--- src/rtl/my_packer_pkg.sv ---
// Shared defaults and helpers for the beat packer.
// Sizes the beat counter from the number of beats per word.
package my_packer_pkg;

    localparam int DEFAULT_DW    = 8;
    localparam int DEFAULT_RATIO = 4;

    // Counter width for 0..ratio-1, never narrower than one bit.
    function automatic int CNT_W(input int ratio);
        return (ratio > 1) ? $clog2(ratio) : 1;
    endfunction

endpackage

--- src/rtl/my_beat_packer.sv ---
// Packs RATIO upstream beats of DW bits into one DW*RATIO word, first beat in the low lane.
// Optional flush on a short word when MY_PACKER_FLUSH_EN is defined (adds up_last / dn_keep).
module my_beat_packer
    import my_packer_pkg::*;
#(
    parameter int DW    = DEFAULT_DW,
    parameter int RATIO = DEFAULT_RATIO
) (
    input  logic                  i_clk,
    input  logic                  i_reset_n,
    input  logic [DW-1:0]         up_bus,
    input  logic                  up_val,
    output logic                  up_rdy,
`ifdef MY_PACKER_FLUSH_EN
    input  logic                  up_last,
    output logic [RATIO-1:0]      dn_keep,
`endif
    output logic [DW*RATIO-1:0]   dn_bus,
    output logic                  dn_val,
    input  logic                  dn_rdy
);

    localparam int            CW       = CNT_W(RATIO);
    localparam int            WW       = DW * RATIO;
    localparam logic [CW-1:0] LAST_CNT = CW'(RATIO - 1);

    logic [CW-1:0]    cnt_p0;
    logic [WW-1:0]    acc_p0;
    logic [WW-1:0]    word_p1;
    logic             vld_p1;

    logic             last_beat;
    logic             beat_fire;
    logic             word_done;
    logic [WW-1:0]    merged;

`ifdef MY_PACKER_FLUSH_EN
    logic [RATIO-1:0] keep_p1;
    logic [RATIO-1:0] keep_next;
`endif

    // A word-closing beat is only refused when the output register is still occupied.
    always_comb begin
        last_beat = (cnt_p0 == LAST_CNT);
`ifdef MY_PACKER_FLUSH_EN
        last_beat = last_beat || up_last;
`endif
        up_rdy    = !(last_beat && vld_p1 && !dn_rdy);
        beat_fire = up_val && up_rdy;
        word_done = beat_fire && last_beat;

        merged = acc_p0;
        for (int k = 0; k < RATIO; k++) begin
            if (k == int'(cnt_p0)) begin
                merged[k*DW +: DW] = up_bus;
            end
        end
    end

`ifdef MY_PACKER_FLUSH_EN
    always_comb begin
        keep_next = '0;
        for (int k = 0; k < RATIO; k++) begin
            keep_next[k] = (k <= int'(cnt_p0));
        end
    end
`endif

    // Stage p0: accumulator; cleared on word completion so flushed words carry zero lanes.
    always_ff @(posedge i_clk or negedge i_reset_n) begin
        if (!i_reset_n) begin
            cnt_p0 <= '0;
            acc_p0 <= '0;
        end else if (beat_fire) begin
            if (last_beat) begin
                cnt_p0 <= '0;
                acc_p0 <= '0;
            end else begin
                cnt_p0 <= cnt_p0 + CW'(1);
                acc_p0 <= merged;
            end
        end
    end

    // Stage p1: output register.
    always_ff @(posedge i_clk or negedge i_reset_n) begin
        if (!i_reset_n) begin
            vld_p1  <= 1'b0;
            word_p1 <= '0;
`ifdef MY_PACKER_FLUSH_EN
            keep_p1 <= '0;
`endif
        end else if (word_done) begin
            vld_p1  <= 1'b1;
            word_p1 <= merged;
`ifdef MY_PACKER_FLUSH_EN
            keep_p1 <= keep_next;
`endif
        end else if (dn_rdy) begin
            vld_p1 <= 1'b0;
        end
    end

    assign dn_bus = word_p1;
    assign dn_val = vld_p1;
`ifdef MY_PACKER_FLUSH_EN
    assign dn_keep = keep_p1;
`endif

endmodule

--- config.mk ---
export PLATFORM = sky130hd
export DESIGN_NAME = my_beat_packer
export DESIGN_NICKNAME = d
export VERILOG_FILES = /design/src/rtl/my_packer_pkg.sv /design/src/rtl/my_beat_packer.sv
export SDC_FILE = /design/constraint.sdc
export NUM_CORES = 1
export LEC_CHECK = 0
export BUFFER_PORTS_ARGS = -buffer_cell sky130_fd_sc_hd__buf_4
export CORE_MARGIN = 5
export CORE_UTILIZATION = 60
export CTS_BUF_LIST = sky130_fd_sc_hd__clkbuf_8
export DETAILED_ROUTE_END_ITERATION = 7
export PLACE_DENSITY = 0.84
export SETUP_SLACK_MARGIN = 0.2
export SLEW_MARGIN = 20
export SYNTH_ARGS = -nofsm -noshare
export SYNTH_HDL_FRONTEND = slang
export SYNTH_SLANG_ARGS = --single-unit
--- constraint.sdc ---
create_clock -name i_clk -period 2.72 [get_ports i_clk]
set_input_delay 0.272 -clock i_clk [delete_from_list [all_inputs] [get_ports i_clk]]
set_output_delay 0.272 -clock i_clk [all_outputs]
set_load 0.02 [all_outputs]
==> qor.csv, run 1 <==
stage,metric,value,unit
grt,largest net degree at the start of global routing,60,
route,WL/cell,18.2,µm
grt,first-pass GRT wire length,10000,µm
clock_tree,CTS tree,built,
power_and_ir_drop,switching share of power,36.1,%
timing,Worst-Margin Slew,724,ps
synth,Syn. warnings,0,
timing,setup_tns,0,ps
timing,Worst Slack Setup Final,825,ps
layout,FILL cells,296,
critical_path,Crit path largest cell delay,420,ps
power_and_ir_drop,Pwr Total,4.65,mW
die,IO Count,46,
power_and_ir_drop,P_leak,1.62,nW
critical_path,CP top delay family,simple AND/OR/NAND/NOR gates,
route,DR DRC count,0,
timing,Max Fclk,0.528,GHz
critical_path,worst reg-to-reg setup slack,820,ps
power_and_ir_drop,Worst VDD drop,0.000729,V
min_path,Hold Path Class,in -> async,
power_and_ir_drop,Comb power frac,47.0,%
synth,syn_nets,238,
die,row count,24,
critical_path,Crit. End Element,flop,
route,via-per-instance ratio,5.92,
critical_path,Worst R2R Path Depth,5,
timing,fin crit period,1900,ps
power_and_ir_drop,Internal Power,2.97,mW
status,violated checks,negative hold slack,
grt,overflow left after global routing,0,
layout,fin area,3330,µm²
clock_tree,CTS Buf Count,9,
placed_design,GP Congestion,0.734,
power_and_ir_drop,pwr dens,1400,nW/µm²
critical_path,"Req. time, crit path",2940,ps
route,final wirelength,5860,µm
timing,slew margin rel.,51.7,%
clock_tree,H-tree lvl count,3,
die,die area,6120,µm²
timing,RSZ-0062 raised after global routing,false,
clock_tree,CTS root buffer,clkbuf_8,
placed_design,placed cell area,3100,µm²
clock_tree,deepest clock path buffer count,2,
critical_path,CP Buf/Inv Count,1,
critical_path,maximum fanout along the worst path,18,
placed_design,hpwl dp,3810,µm
placed_design,Place WS,839,ps
job,Max-cap violations,0,
clock_tree,hold-fix buffers at CTS,0,
critical_path,critical setup path kind,reg -> reg,
synth,library cells used by synthesis,24,
route,Antenna Nets Post-Route,0,
power_and_ir_drop,share of power burned in registers,33.5,%
synth,post-synthesis cell area,2790,µm²
timing,final number of max-transition violations,0,
grt,initial antenna violation count,0,
grt,vias in the first global route,1997,
power_and_ir_drop,Psw,1.68,mW
synth,Mapped Avg Cell Area,12.6,µm²
clock_tree,post-CTS setup buffer count,0,
timing,period utilization,69.7,%
clock_tree,# resized after CTS,0,
critical_path,CP cell instances,ha_1 -> nand2_2 -> nor2b_4 -> buf_12 -> mux2_1,
timing,hold_ws,-7.89,ps
synth,cells after synthesis,222,
die,initial core utilization,62.9,%
layout,fraction of layout cells with a size suffix above 1,41.6,%
critical_path,slowest CP cell,nor2b_4,
die,Core Area,4440,µm²
timing,final-report setup violation count,0,
critical_path,startpoint types,flop,
synth,"Seq/Total Area, Yosys",52.8,%
grt,Tot GR Track Use,21.3,%
timing,Layout Skew,4.61,ps
route,drt pass-1 iters,4,
layout,Diodes inserted,0,
status,status,"finished, violations left",
layout,P&R area growth vs syn,19.2,%
synth,Synth Register Bits,59,
timing,final hold vios,15,
clock_tree,"CTS clk-pin slew, worst paths",70,ps
power_and_ir_drop,clock power share,19.5,%
route,Iter 0 DRT Violations,144,
critical_path,WP depth,5,
route,Via Count,1901,
clock_tree,clock latency on the worst-skew pair,340,ps
critical_path,Critical Path AT,2110,ps
die,Die Ht,78.2,µm
die,die width,78.2,µm
clock_tree,clock sink total,59,
placed_design,# port buffers,45,
layout,Post-layout nets,280,
[layer usage]
layer / track usage (%) / part of all wire [%]
met1: 28.6 / 44
met2: 32.0 / 48
met3: 4.69 / 5.6
met4: 12.2 / 2.9
met5: 0 / 0
[through the flow]
stage / hold slack, ps / instances / util, %
final: -7.89 / 321 / 74.9
after detailed placement: 381 / 305 / 69.8
after global routing: 67.9 / 321 / 74.9
after floorplan: -23.6 / 222 / -
after CTS: 15.7 / 321 / 74.9
after global placement: 378 / 305 / 69.8
[cell usage after synthesis]
cell type  number  share of area (%)
a21o_1         17                4.6
a21o_2          7                2.2
a21oi_1        24                4.3
a31oi_1         2               0.45
and2_0          1               0.22
and2_1          2               0.45
and2b_2         8                2.5
buf_2           2               0.36
buf_4           7                1.9
buf_6           4                1.6
clkbuf_1        2               0.27
clkbuf_2        1               0.18
dfrtp_1        59                 53
ha_1            4                1.8
inv_1           3               0.40
mux2_1          2               0.81
mux2_2         31                 12
nand2_1         1               0.13
nand2_2         2               0.45
nand2b_1        1               0.22
nand3b_1        1               0.27
nor2b_1        16                3.6
nor2b_4         1               0.49
o2bb2ai_1      24                7.5
[worst register-to-register path, delay by kind of cell (launching register included)]
kind / cells / cell delay (ps)
buffers and inverters: 1 / 230
adder cells (fa/ha/maj): 1 / 260
AND/OR/NAND/NOR: 2 / 520
multiplexers: 1 / 360
flip-flops: 1 / 410
[power by group through the flow]
| stage | Combinational, mW | Sequential [mW] | Clock (mW) |
|---|---|---|---|
| 3_5_place_dp | 2.19 | 1.56 | 0 |
| 6_report | 2.18 | 1.56 | 0.905 |
| 2_1_floorplan | 1.29 | 1.82 | 0 |
| 5_1_grt | 2.39 | 1.62 | 0.961 |
| 4_1_cts | 2.21 | 1.56 | 0.914 |
| 3_3_place_gp | 2.12 | 1.54 | 0 |
[final cells by class]
class                   instances  area, µm²  area share (%)
flip-flops and latches         59       1480            44.3
multi-input cells             144       1190            35.6
repair buffers                 47        365            11.0
clock buffers                  11        151            4.55
clock inverters                 5       75.1            2.25
well taps                      52       65.1            1.95
inverters                       3       11.3           0.338
[logic make-up (layout without fill, tap and decap cells)]
kind of cell	Yosys count	in the layout	share of synthesized area, %
AO/OA/AOI/OAI	74	74	19.0
flip-flops	59	59	52.8
multiplexers	33	33	13.3
AND/OR/NAND/NOR	33	33	8.33
buffers and inverters	19	66	4.70
adder cells (fa/ha/maj)	4	4	1.79
[flip-flops by register name, indices dropped and copies added (netlist names)]
register	flops
acc_p0	24
dn_bus	32
cnt_p0	2
dn_val	1
[cells in the final DEF, fill, tap and decap left out, types with 7 or more instances in the layout]
master,n
a21o_1,17
o2bb2ai_1,24
dfrtp_1,59
mux2_2,31
a21o_2,7
a21oi_1,24
and2b_2,8
nor2b_1,16
clkbuf_8,11
buf_4,46
[worst paths after layout]
kind / startpoint / to
setup reg to reg: cnt_p0[0] / dn_bus[26]
hold / removal: i_reset_n / dn_bus[30]
hold reg to reg: acc_p0[19] / acc_p0[19]
min in group i_clk: dn_rdy / dn_val
setup / recovery: cnt_p0[0] / dn_bus[26]
max in group asynchronous: i_reset_n / dn_bus[0]
(Power assumes the default switching activity.)
==> inputs of run 2 (changes only) <==
--- a/config.mk
+++ b/config.mk
@@ -7,10 +7,10 @@
 export LEC_CHECK = 0
 export BUFFER_PORTS_ARGS = -buffer_cell sky130_fd_sc_hd__buf_4
 export CORE_MARGIN = 5
-export CORE_UTILIZATION = 60
+export CORE_UTILIZATION = 52
 export CTS_BUF_LIST = sky130_fd_sc_hd__clkbuf_8
 export DETAILED_ROUTE_END_ITERATION = 7
-export PLACE_DENSITY = 0.84
+export PLACE_DENSITY = 0.77
 export SETUP_SLACK_MARGIN = 0.2
 export SLEW_MARGIN = 20
 export SYNTH_ARGS = -nofsm -noshare
==> constraint.sdc (replaced) <==
create_clock -name i_clk -period 1.62 [get_ports i_clk]
set_input_delay 0.162 -clock i_clk [delete_from_list [all_inputs] [get_ports i_clk]]
set_output_delay 0.162 -clock i_clk [all_outputs]
set_load 0.02 [all_outputs]
==> qor.csv, run 2 (same netlist as run 1, synthesis figures left out) <==
stage,metric,value,unit,change
timing,final number of max-transition violations,0,,unchanged
placed_design,Place WS,-16.4,ps,-856 ps
clock_tree,CTS Buf Count,9,,unchanged
route,WL/cell,17.8,µm,-2.6%
grt,largest net degree at the start of global routing,28,,-53%
layout,P&R area growth vs syn,30.7,%,
critical_path,RR Endpoint,dn_bus[2],,
clock_tree,clock latency on the worst-skew pair,330,ps,about the same
critical_path,Crit path largest cell delay,400,ps,-20 ps
layout,Post-layout nets,305,,+8.9%
critical_path,slowest CP cell,dfrtp_1,,
layout,Diodes inserted,0,,unchanged
critical_path,CP top delay family,flip-flops,,
die,row count,26,,+8.3%
timing,slew margin rel.,76.6,%,+25 points
power_and_ir_drop,Worst VDD drop,0.00126,V,+73%
critical_path,Worst R2R Path Depth,6,,+1
timing,Layout Skew,4.00,ps,-0.605 ps
clock_tree,CTS tree,built,,
power_and_ir_drop,pwr dens,2230,nW/µm²,+59%
placed_design,GP Congestion,0.768,,+4.7%
min_path,Hold Startpoint,dn_rdy,,
die,Core Area,5170,µm²,+16%
layout,"most common cell after layout, fill and taps aside",buf_4,,
critical_path,"Req. time, crit path",1830,ps,-1110 ps
timing,setup_tns,0,ps,unchanged
grt,first-pass GRT wire length,10400,µm,+3.4%
layout,max reg flops,32,,unchanged
min_path,Worst Hold End,dn_val,,
die,die area,6940,µm²,+13%
timing,RSZ-0062 raised after global routing,true,,
timing,fin crit period,1540,ps,-354 ps
min_path,Hold Crit Depth,3,,
route,via-per-instance ratio,5.53,,-6.5%
timing,final-report setup violation count,0,,unchanged
critical_path,worst reg-to-reg setup slack,80,ps,-750 ps
grt,overflow left after global routing,0,,unchanged
route,Iter 0 DRT Violations,130,,-9.7%
critical_path,critical setup path kind,reg -> reg,,
power_and_ir_drop,P_leak,1.76,nW,+8.7%
die,die width,83.3,µm,+6.5%
route,Antenna Nets Post-Route,0,,unchanged
critical_path,maximum fanout along the worst path,7,,-11
placed_design,hpwl dp,4320,µm,+13%
route,final wirelength,6420,µm,+9.5%
critical_path,CP cell instances,inv_2 -> ha_4 -> buf_12 -> and2b_2 -> a21o_2 -> mux2_2,,
job,Max-cap violations,0,,unchanged
grt,vias in the first global route,2122,,+6.3%
clock_tree,"CTS clk-pin slew, worst paths",60,ps,about the same
route,DR DRC count,0,,unchanged
layout,fin util,70.6,%,-4.3 points
clock_tree,clock sink total,59,,unchanged
grt,Tot GR Track Use,19.0,%,-2.3 points
placed_design,# port buffers,45,,unchanged
timing,final hold vios,0,,-15
timing,Worst-Margin Slew,351,ps,-373 ps
timing,Worst Slack Setup Final,79.4,ps,-746 ps
clock_tree,CTS root buffer,clkbuf_8,,
critical_path,CP Buf/Inv Count,2,,+1
status,status,finished clean,,
min_path,Hold Path Class,in -> reg,,
clock_tree,H-tree lvl count,3,,unchanged
timing,Max Fclk,0.649,GHz,+23%
timing,period utilization,95.1,%,+25 points
route,drt pass-1 iters,4,,unchanged
critical_path,worst flop-to-flop path startpoint,cnt_p0[0],,
critical_path,Crit. End Element,flop,,
die,initial core utilization,54.0,%,-8.9 points
critical_path,startpoint types,flop,,
die,Die Ht,83.3,µm,+6.5%
clock_tree,deepest clock path buffer count,2,,unchanged
critical_path,Critical Path AT,1750,ps,-360 ps
layout,fraction of layout cells with a size suffix above 1,53.3,%,+12 points
route,Via Count,1998,,+5.1%
die,IO Count,46,,unchanged
grt,initial antenna violation count,0,,unchanged
layout,most frequent cells in the layout,"60 x buf_4, 59 x dfrtp_1, 28 x mux2_2, 22 x o2bb2ai_1, 19 x a21oi_1",,
[run 2: worst reg2reg max path, delay by kind of cell (launching register included)]
kind | cells | cell delay, ps
AOI/OAI and AO/OA | 1 | 180
muxes | 1 | 260
buffers and inverters | 2 | 210
and+or+nand+nor | 1 | 220
adders and majority gates | 1 | 160
DFF | 1 | 400
[run 2: final cells by class]
| class | instances | area, µm² |
|---|---|---|
| sequential | 59 | 1480 |
| fill | 350 | 1520 |
| clock buffer | 10 | 138 |
| multi-input combinational | 144 | 1300 |
| tap | 70 | 87.6 |
| timing repair buffer | 72 | 628 |
| clock inverter | 3 | 11.3 |
| inverter | 3 | 11.3 |
[run 2: power breakdown]
group | switching, mW | leakage [nW] | internal [mW] | total (mW)
clock network | 0.508 | 0.0879 | 0.554 | 1.06
logic | 2.08 | 0.951 | 2.37 | 4.44
registers | 0.395 | 0.717 | 2.23 | 2.62
total | 2.98 | 1.76 | 5.15 | 8.13
[run 2: how the worst max path moves through the flow]
| stage | startpoint | endpoint | slack, ps | cells after the start |
|---|---|---|---|---|
| after floorplan | cnt_p0[0] | cnt_p0[1] | 70 | 5 |
| after global placement | cnt_p0[1] | dn_bus[1] | 50 | 5 |
| after detailed placement | cnt_p0[1] | dn_bus[7] | -20 | 5 |
| after CTS | cnt_p0[0] | dn_bus[2] | 90 | 5 |
| after global routing | cnt_p0[1] | dn_bus[2] | 40 | 6 |
| final | cnt_p0[0] | dn_bus[2] | 80 | 6 |
[run 2: timing repair]
action / 4_1_cts / 5_1_grt
hold buffers: 1 / 0
setup endpoints to repair: 49 / 51
setup buffers: 4 / 5
hold endpoints to repair: 25 / 0
resized for setup: 8 / 27
pin swaps: 1 / 6
[run 2: per-layer routing]
layer	routed length (µm)	part of all wire [%]	up-vias	track usage, %
met2	3170	49	53	30.1
met4	92	1.4	0	7.43
li1	-	-	929	-
met5	0	0	-	0
met3	339	5.3	9	6.73
met1	2810	44	1007	23.6
[run 2: stage by stage]
| stage | std cells | power [mW] | cell area, µm² | hold slack, ps |
|---|---|---|---|---|
| 5_1_grt | 361 | 8.68 | 3650 | 102 |
| 3_5_place_dp | 338 | 6.64 | 3290 | 98.6 |
| 4_1_cts | 356 | 7.83 | 3520 | 107 |
| 3_3_place_gp | 338 | 6.48 | 3290 | 99.5 |
| 2_1_floorplan | 222 | 5.29 | 2820 | -134 |
| 6_report | 361 | 8.13 | 3650 | 117 |
